`config.mk`:
```
export PLATFORM = sky130hd
export DESIGN_NAME = vdp_dma_master
export DESIGN_NICKNAME = d
export VERILOG_FILES = /design/src/rtl/vdp_dma_pkg.sv /design/src/rtl/vdp_dma_master.sv
export SDC_FILE = /design/constraint.sdc
export NUM_CORES = 1
export LEC_CHECK = 0
export ABC_AREA = 1
export BUFFER_PORTS_ARGS = -buffer_cell sky130_fd_sc_hd__buf_2
export CAP_MARGIN = 5
export CORE_ASPECT_RATIO = 0.8
export CORE_UTILIZATION = 25
export DETAILED_ROUTE_END_ITERATION = 12
export PLACE_DENSITY = 0.55
export SKIP_LAST_GASP = 1
export SLEW_MARGIN = 5
export SYNTH_ARGS = -nofsm -noshare
export SYNTH_HDL_FRONTEND = slang
export SYNTH_SLANG_ARGS = --single-unit
```
`constraint.sdc`:
```
create_clock -name clk -period 1.9 [get_ports clk]
set_input_delay 0.475 -clock clk [delete_from_list [all_inputs] [get_ports clk]]
set_output_delay 0.475 -clock clk [all_outputs]
set_load 0.02 [all_outputs]
```
`src/rtl/vdp_dma_pkg.sv`:
```
// Shared definitions for the VDP DMA master: FSM encoding and VDP command codes.
package vdp_dma_pkg;

  typedef enum logic [2:0] {
    IDLE, CTRL_LO, CTRL_HI, FETCH, WR, WR_DONE, GAP, FIN
  } dma_state_e;

  localparam logic [1:0] CODE_VRAM_WR = 2'd1;
  localparam logic [1:0] CODE_REG_WR  = 2'd2;
  localparam logic [1:0] CODE_CRAM_WR = 2'd3;

  // Only palette writes are honoured; every other code becomes a VRAM write.
  function automatic logic [1:0] norm_code(input logic [1:0] c);
    return (c == CODE_CRAM_WR) ? CODE_CRAM_WR : CODE_VRAM_WR;
  endfunction

endpackage

```
`src/rtl/vdp_dma_master.sv`:
```
// System-memory to VDP DMA: writes the two-byte control word, then streams
// bytes to the data port with a configurable idle gap between writes.
module vdp_dma_master
  import vdp_dma_pkg::*;
#(
  parameter int MIN_GAP = 2
) (
  input  logic        clk,
  input  logic        reset_n,
  input  logic        start,
  input  logic        abort,
  input  logic [15:0] cfg_src_addr,
  input  logic [13:0] cfg_vram_addr,
  input  logic [1:0]  cfg_code,
  input  logic [13:0] cfg_len,
  output logic        busy,
  output logic        done,
  output logic [15:0] mem_addr,
  output logic        mem_rd_req,
  input  logic        mem_rd_ack,
  input  logic [7:0]  mem_rddata,
  output logic        io_portsel,
  output logic [7:0]  io_wrdata,
  output logic        io_wren,
  output logic        io_wrdone,
  output logic        io_rddone
);

  dma_state_e  state_q, state_d;
  logic        ph_q, ph_d;
  logic        abort_pend_q, abort_pend_d;
  logic [15:0] src_q, src_d;
  logic [13:0] vram_q, vram_d;
  logic [1:0]  code_q, code_d;
  logic [13:0] rem_q, rem_d;
  logic [3:0]  gap_q, gap_d;
  logic        busy_q, busy_d;
  logic        done_q, done_d;
  logic [15:0] mem_addr_q, mem_addr_d;
  logic        mem_rd_req_q, mem_rd_req_d;
  logic        io_portsel_q, io_portsel_d;
  logic [7:0]  io_wrdata_q, io_wrdata_d;
  logic        io_wren_q, io_wren_d;
  logic        io_wrdone_q, io_wrdone_d;

  // Outputs are computed for the next state and registered, so each
  // strobe is high exactly in the cycle its state is occupied.
  always_comb begin
    state_d      = state_q;
    ph_d         = ph_q;
    abort_pend_d = abort_pend_q;
    src_d        = src_q;
    vram_d       = vram_q;
    code_d       = code_q;
    rem_d        = rem_q;
    gap_d        = gap_q;
    busy_d       = busy_q;
    done_d       = 1'b0;
    mem_addr_d   = mem_addr_q;
    mem_rd_req_d = mem_rd_req_q;
    io_portsel_d = io_portsel_q;
    io_wrdata_d  = io_wrdata_q;
    io_wren_d    = 1'b0;
    io_wrdone_d  = 1'b0;
    unique case (state_q)
      IDLE: begin
        abort_pend_d = 1'b0;
        if (start) begin
          busy_d = 1'b1;
          if (cfg_len != 14'd0) begin
            src_d        = cfg_src_addr;
            vram_d       = cfg_vram_addr;
            code_d       = norm_code(cfg_code);
            rem_d        = cfg_len;
            state_d      = CTRL_LO;
            ph_d         = 1'b0;
            io_portsel_d = 1'b1;
            io_wrdata_d  = cfg_vram_addr[7:0];
            io_wren_d    = 1'b1;
          end else begin
            state_d = FIN;
          end
        end
      end
      // ph_q=0: io_wren is high now; ph_q=1: io_wrdone is high now.
      CTRL_LO, CTRL_HI: begin
        if (!ph_q) begin
          io_wrdone_d = 1'b1;
          ph_d        = 1'b1;
          if (abort) abort_pend_d = 1'b1;
        end else if (abort || abort_pend_q) begin
          state_d = FIN;
        end else if (state_q == CTRL_LO) begin
          state_d     = CTRL_HI;
          ph_d        = 1'b0;
          io_wrdata_d = {code_q, vram_q[13:8]};
          io_wren_d   = 1'b1;
        end else begin
          state_d      = FETCH;
          mem_rd_req_d = 1'b1;
          mem_addr_d   = src_q;
        end
      end
      FETCH: begin
        if (abort) begin
          mem_rd_req_d = 1'b0;
          state_d      = FIN;
        end else if (mem_rd_ack) begin
          mem_rd_req_d = 1'b0;
          state_d      = WR;
          io_portsel_d = 1'b0;
          io_wrdata_d  = mem_rddata;
          io_wren_d    = 1'b1;
        end
      end
      WR: begin
        io_wrdone_d = 1'b1;
        state_d     = WR_DONE;
        if (abort) abort_pend_d = 1'b1;
      end
      WR_DONE: begin
        src_d = src_q + 16'd1;
        rem_d = rem_q - 14'd1;
        if (rem_q == 14'd1 || abort || abort_pend_q) begin
          state_d = FIN;
        end else if (MIN_GAP == 0) begin
          state_d      = FETCH;
          mem_rd_req_d = 1'b1;
          mem_addr_d   = src_q + 16'd1;
        end else begin
          state_d = GAP;
          gap_d   = 4'(MIN_GAP - 1);
        end
      end
      GAP: begin
        if (abort) begin
          state_d = FIN;
        end else if (gap_q == 4'd0) begin
          state_d      = FETCH;
          mem_rd_req_d = 1'b1;
          mem_addr_d   = src_q;
        end else begin
          gap_d = gap_q - 4'd1;
        end
      end
      FIN: begin
        done_d       = 1'b1;
        busy_d       = 1'b0;
        abort_pend_d = 1'b0;
        state_d      = IDLE;
      end
      default: state_d = IDLE;
    endcase
  end

  always_ff @(posedge clk or negedge reset_n) begin
    if (!reset_n) begin
      state_q      <= IDLE;
      ph_q         <= 1'b0;
      abort_pend_q <= 1'b0;
      src_q        <= '0;
      vram_q       <= '0;
      code_q       <= '0;
      rem_q        <= '0;
      gap_q        <= '0;
      busy_q       <= 1'b0;
      done_q       <= 1'b0;
      mem_addr_q   <= '0;
      mem_rd_req_q <= 1'b0;
      io_portsel_q <= 1'b0;
      io_wrdata_q  <= '0;
      io_wren_q    <= 1'b0;
      io_wrdone_q  <= 1'b0;
    end else begin
      state_q      <= state_d;
      ph_q         <= ph_d;
      abort_pend_q <= abort_pend_d;
      src_q        <= src_d;
      vram_q       <= vram_d;
      code_q       <= code_d;
      rem_q        <= rem_d;
      gap_q        <= gap_d;
      busy_q       <= busy_d;
      done_q       <= done_d;
      mem_addr_q   <= mem_addr_d;
      mem_rd_req_q <= mem_rd_req_d;
      io_portsel_q <= io_portsel_d;
      io_wrdata_q  <= io_wrdata_d;
      io_wren_q    <= io_wren_d;
      io_wrdone_q  <= io_wrdone_d;
    end
  end

  assign busy       = busy_q;
  assign done       = done_q;
  assign mem_addr   = mem_addr_q;
  assign mem_rd_req = mem_rd_req_q;
  assign io_portsel = io_portsel_q;
  assign io_wrdata  = io_wrdata_q;
  assign io_wren    = io_wren_q;
  assign io_wrdone  = io_wrdone_q;
  assign io_rddone  = 1'b0;

endmodule
```
==> results.ini <==
[outcome]
run_status=completed

[detailed_routing]
detail_route.drc_violations=0
post_drt_wl_per_cell_um=13.6
via_count=4295
average_via_count_per_standard_cell=4.53
drtPass1Iterations=4
post_detailed_routing_wire_length_um=12900
first_iter_violations=234
detail-route-antenna-nets=0

[finish]
fillers=1914
stdcell_count=948
nets=782
drive_above_1_share=0.209
antenna_cells=0
synthesis_to_finish_area_growth_pct=24.2

[place]
pre_cts_ws_ns=-0.0411
place.gp.congestion=0.858
place_inst=932
detailedPlacementHpwl_um=9730
port-buffer-count=88

[timing]
finalSetupViolCount=0
final-hold-violation-count=0
final.period_utilization=0.903
grt_setup_unrepaired=false
worst_slack_ns=0.185
final.setup_skew_ns=0.00684
timing_max_transition_violations_final=0
period_minus_slack_ns=1.72
timing.fmax_mhz=583
tns_ns=0

[global_route]
grt_pass1_wl_um=21100
first_global_vias=4061
grt.overflow.total=0
pin_count_of_the_biggest_net_entering_global_routing=44
antenna_found_initial=0
grt.total_usage=0.150

[critical_path]
cp_common_cell=nand2_1
criticalPathCategory=reg -> reg
crit_arrival_ns=1.99
worstReg2RegStart=state_q[0]
timing.critical_path.to_type=flop
worst_setup_path_endpoint=io_wrdata[6]
cpLargestDelayFamily=simple AND/OR/NAND/NOR gates
r2r.worst_path.cells=6
cp_num_cells=6
crit_required_ns=2.18
r2r_end=io_wrdata[6]
cp.buffers_inverters=0
critPathSlowestCell=dfrtp_1
r2r_slack_ns=0.18
crit_path_max_fanout=9
worstSetupStartpoint=state_q[0]
kind_of_start_point_of_the_critical_path=flop
slowest_delay_ns=0.55
crit_path_cell_chain=nand2_1 > nor4_1 > nor2_2 > nand2_2 > nand2_1 > nand2_1

[power]
powerDensity_mw_per_mm2=1630
static-leakage-power_nw=2.87
ir_drop_uv=485

[logic_synthesis]
yosys_warnings=0
synth.cells.most_frequent=218 x nand2_1, 105 x nand3_1, 77 x dfrtp_1
synth_largest_type_area_fraction=0.432
post-synth-top-count-cell=nand2_1
synth-async-reset-ratio=1.00
synth.top_cells.by_area=dfrtp_1 43%, nand2_1 18%, nand3_1 12%
synth-seq-cells=77
netlist_instances=622
synth-seq-area-share=0.432
mappedNetlistNets=686
synth_enable_flop_cells=0
ys.flop_type=dfrtp_1
synth.cell_area_mm2=0.00446
synth_top_area_cell=dfrtp_1
netlist-cell-type-count=33
synthesis.area_per_instance_um2=7.17

[cts]
clock_insertion_delay_worst_skew_ns=0.34
cts_htree_levels=3
cts_resized=0
clock_root_buffer_master=clkbuf_16
tritoncts.num_buffers=9
buffers_from_clock_root_to_sink_at_most=2
cts_tree=built
cts.repair_timing.setup_buffer_count=0
clkSlewWorstSetupHoldPaths_ns=0.07
postCtsHoldBufs=0
tritoncts_num_sinks=77

[flow_run]
maxCapViolations=0

[floorplanning]
core_area_mm2=0.0174
floorplan.die_area_mm2=0.0184
core.rowCount=43
chipHeight_um=121
initial_core_util=0.257
fp.dieW_um=151
top_level_ports=90

[hold_path]
timing.hold.worst.class=in -> async

-- how the worst min path moves through the flow --
stage	from	endpoint	cells after the start
after floorplan	reset_n	abort_pend_q	0
final	reset_n	done	1
after CTS	reset_n	done	1
after global placement	mem_addr[5]	mem_addr[5]	2
after detailed placement	mem_addr[5]	mem_addr[5]	2
after global routing	reset_n	done	1
-- power breakdown --
part | switching (mW) | internal, mW | total (mW)
combinational | 2.70 | 1.56 | 4.26
clock | 0.740 | 0.944 | 1.68
sequential | 0.693 | 2.40 | 3.10
total | 4.13 | 4.90 | 9.04
-- logic make-up (layout without fill, tap and decap cells) --
logic type / count (synthesis) / after routing / share of synthesized area
AO/OA/AOI/OAI: 48 / 48 / 0.0659
buffers and inverters: 67 / 168 / 0.0676
other: 1 / 1 / 0.000841
XOR/XNOR: 5 / 5 / 0.00982
AND/OR/NAND/NOR: 419 / 419 / 0.410
flip-flops: 77 / 77 / 0.432
adder cells (fa/ha/maj): 5 / 5 / 0.0140
-- worst reg2reg max path: cells and delay by family, from the launching register on --
| family | cells | cell delay [ns] |
|---|---|---|
| DFF | 1 | 0.55 |
| and+or+nand+nor | 6 | 1.12 |
-- metal layers --
metal / part of all wire / track usage
met5: 0 / 0
met4: 0.0027 / 0.0294
met3: 0.053 / 0.0353
met2: 0.41 / 0.217
met1: 0.54 / 0.224
-- layout make-up --
cell class                      instances  area (um2)  area share
Clock buffer                           10         239      0.0432
Multi-Input combinational cell        478        2230       0.403
Timing Repair Buffer                  108         643       0.116
Inverter                               44         165      0.0298
Tap cell                              225         282      0.0508
Clock inverter                          6        51.3     0.00926
Sequential cell                        77        1930       0.348
-- sequential cells by signal, indices dropped and copies added (netlist names) --
| name | count |
|---|---|
| gap_q | 4 |
| mem_rd_req | 1 |
| io_wrdone | 1 |
| io_wrdata | 8 |
| done | 1 |
| ph_q | 1 |
| io_wren | 1 |
| vram_q | 6 |
| busy | 1 |
| abort_pend_q | 1 |
| io_portsel | 1 |
| state_q | 3 |
| code_q | 2 |
| mem_addr | 16 |
| rem_q | 14 |
| src_q | 16 |
-- per-stage QoR --
stage,power (mW),hold WS [ns],cell area (um2),utilization
floorplan,6.04,0.179,4460,-
global placement,7.39,0.453,5250,0.302
detailed placement,7.41,0.457,5250,0.302
CTS,9.15,0.101,5540,0.319
global route,9.91,0.107,5540,0.319
finish,9.04,0.0964,5540,0.319
-- placed cells by master, fill, tap and decap left out, types with 2 or more instances in the layout --
cell type	synthesis	final
a21oi_1	11	11
a22oi_1	9	9
buf_12	0	4
buf_2	10	87
buf_4	4	17
clkbuf_16	0	9
dfrtp_1	77	77
ha_1	5	5
inv_1	40	40
inv_2	4	4
inv_6	0	5
nand2_1	218	218
nand2_2	4	4
nand3_1	105	105
nand4_1	11	11
nor2_1	57	57
nor2_2	2	2
nor2_4	4	4
nor3_1	3	3
o211ai_1	7	7
o21ai_0	16	16
o21ai_1	3	3
or2_2	10	10
xnor2_1	2	2
xor2_1	3	3
Note: power is estimated with default switching activity, not from simulation.
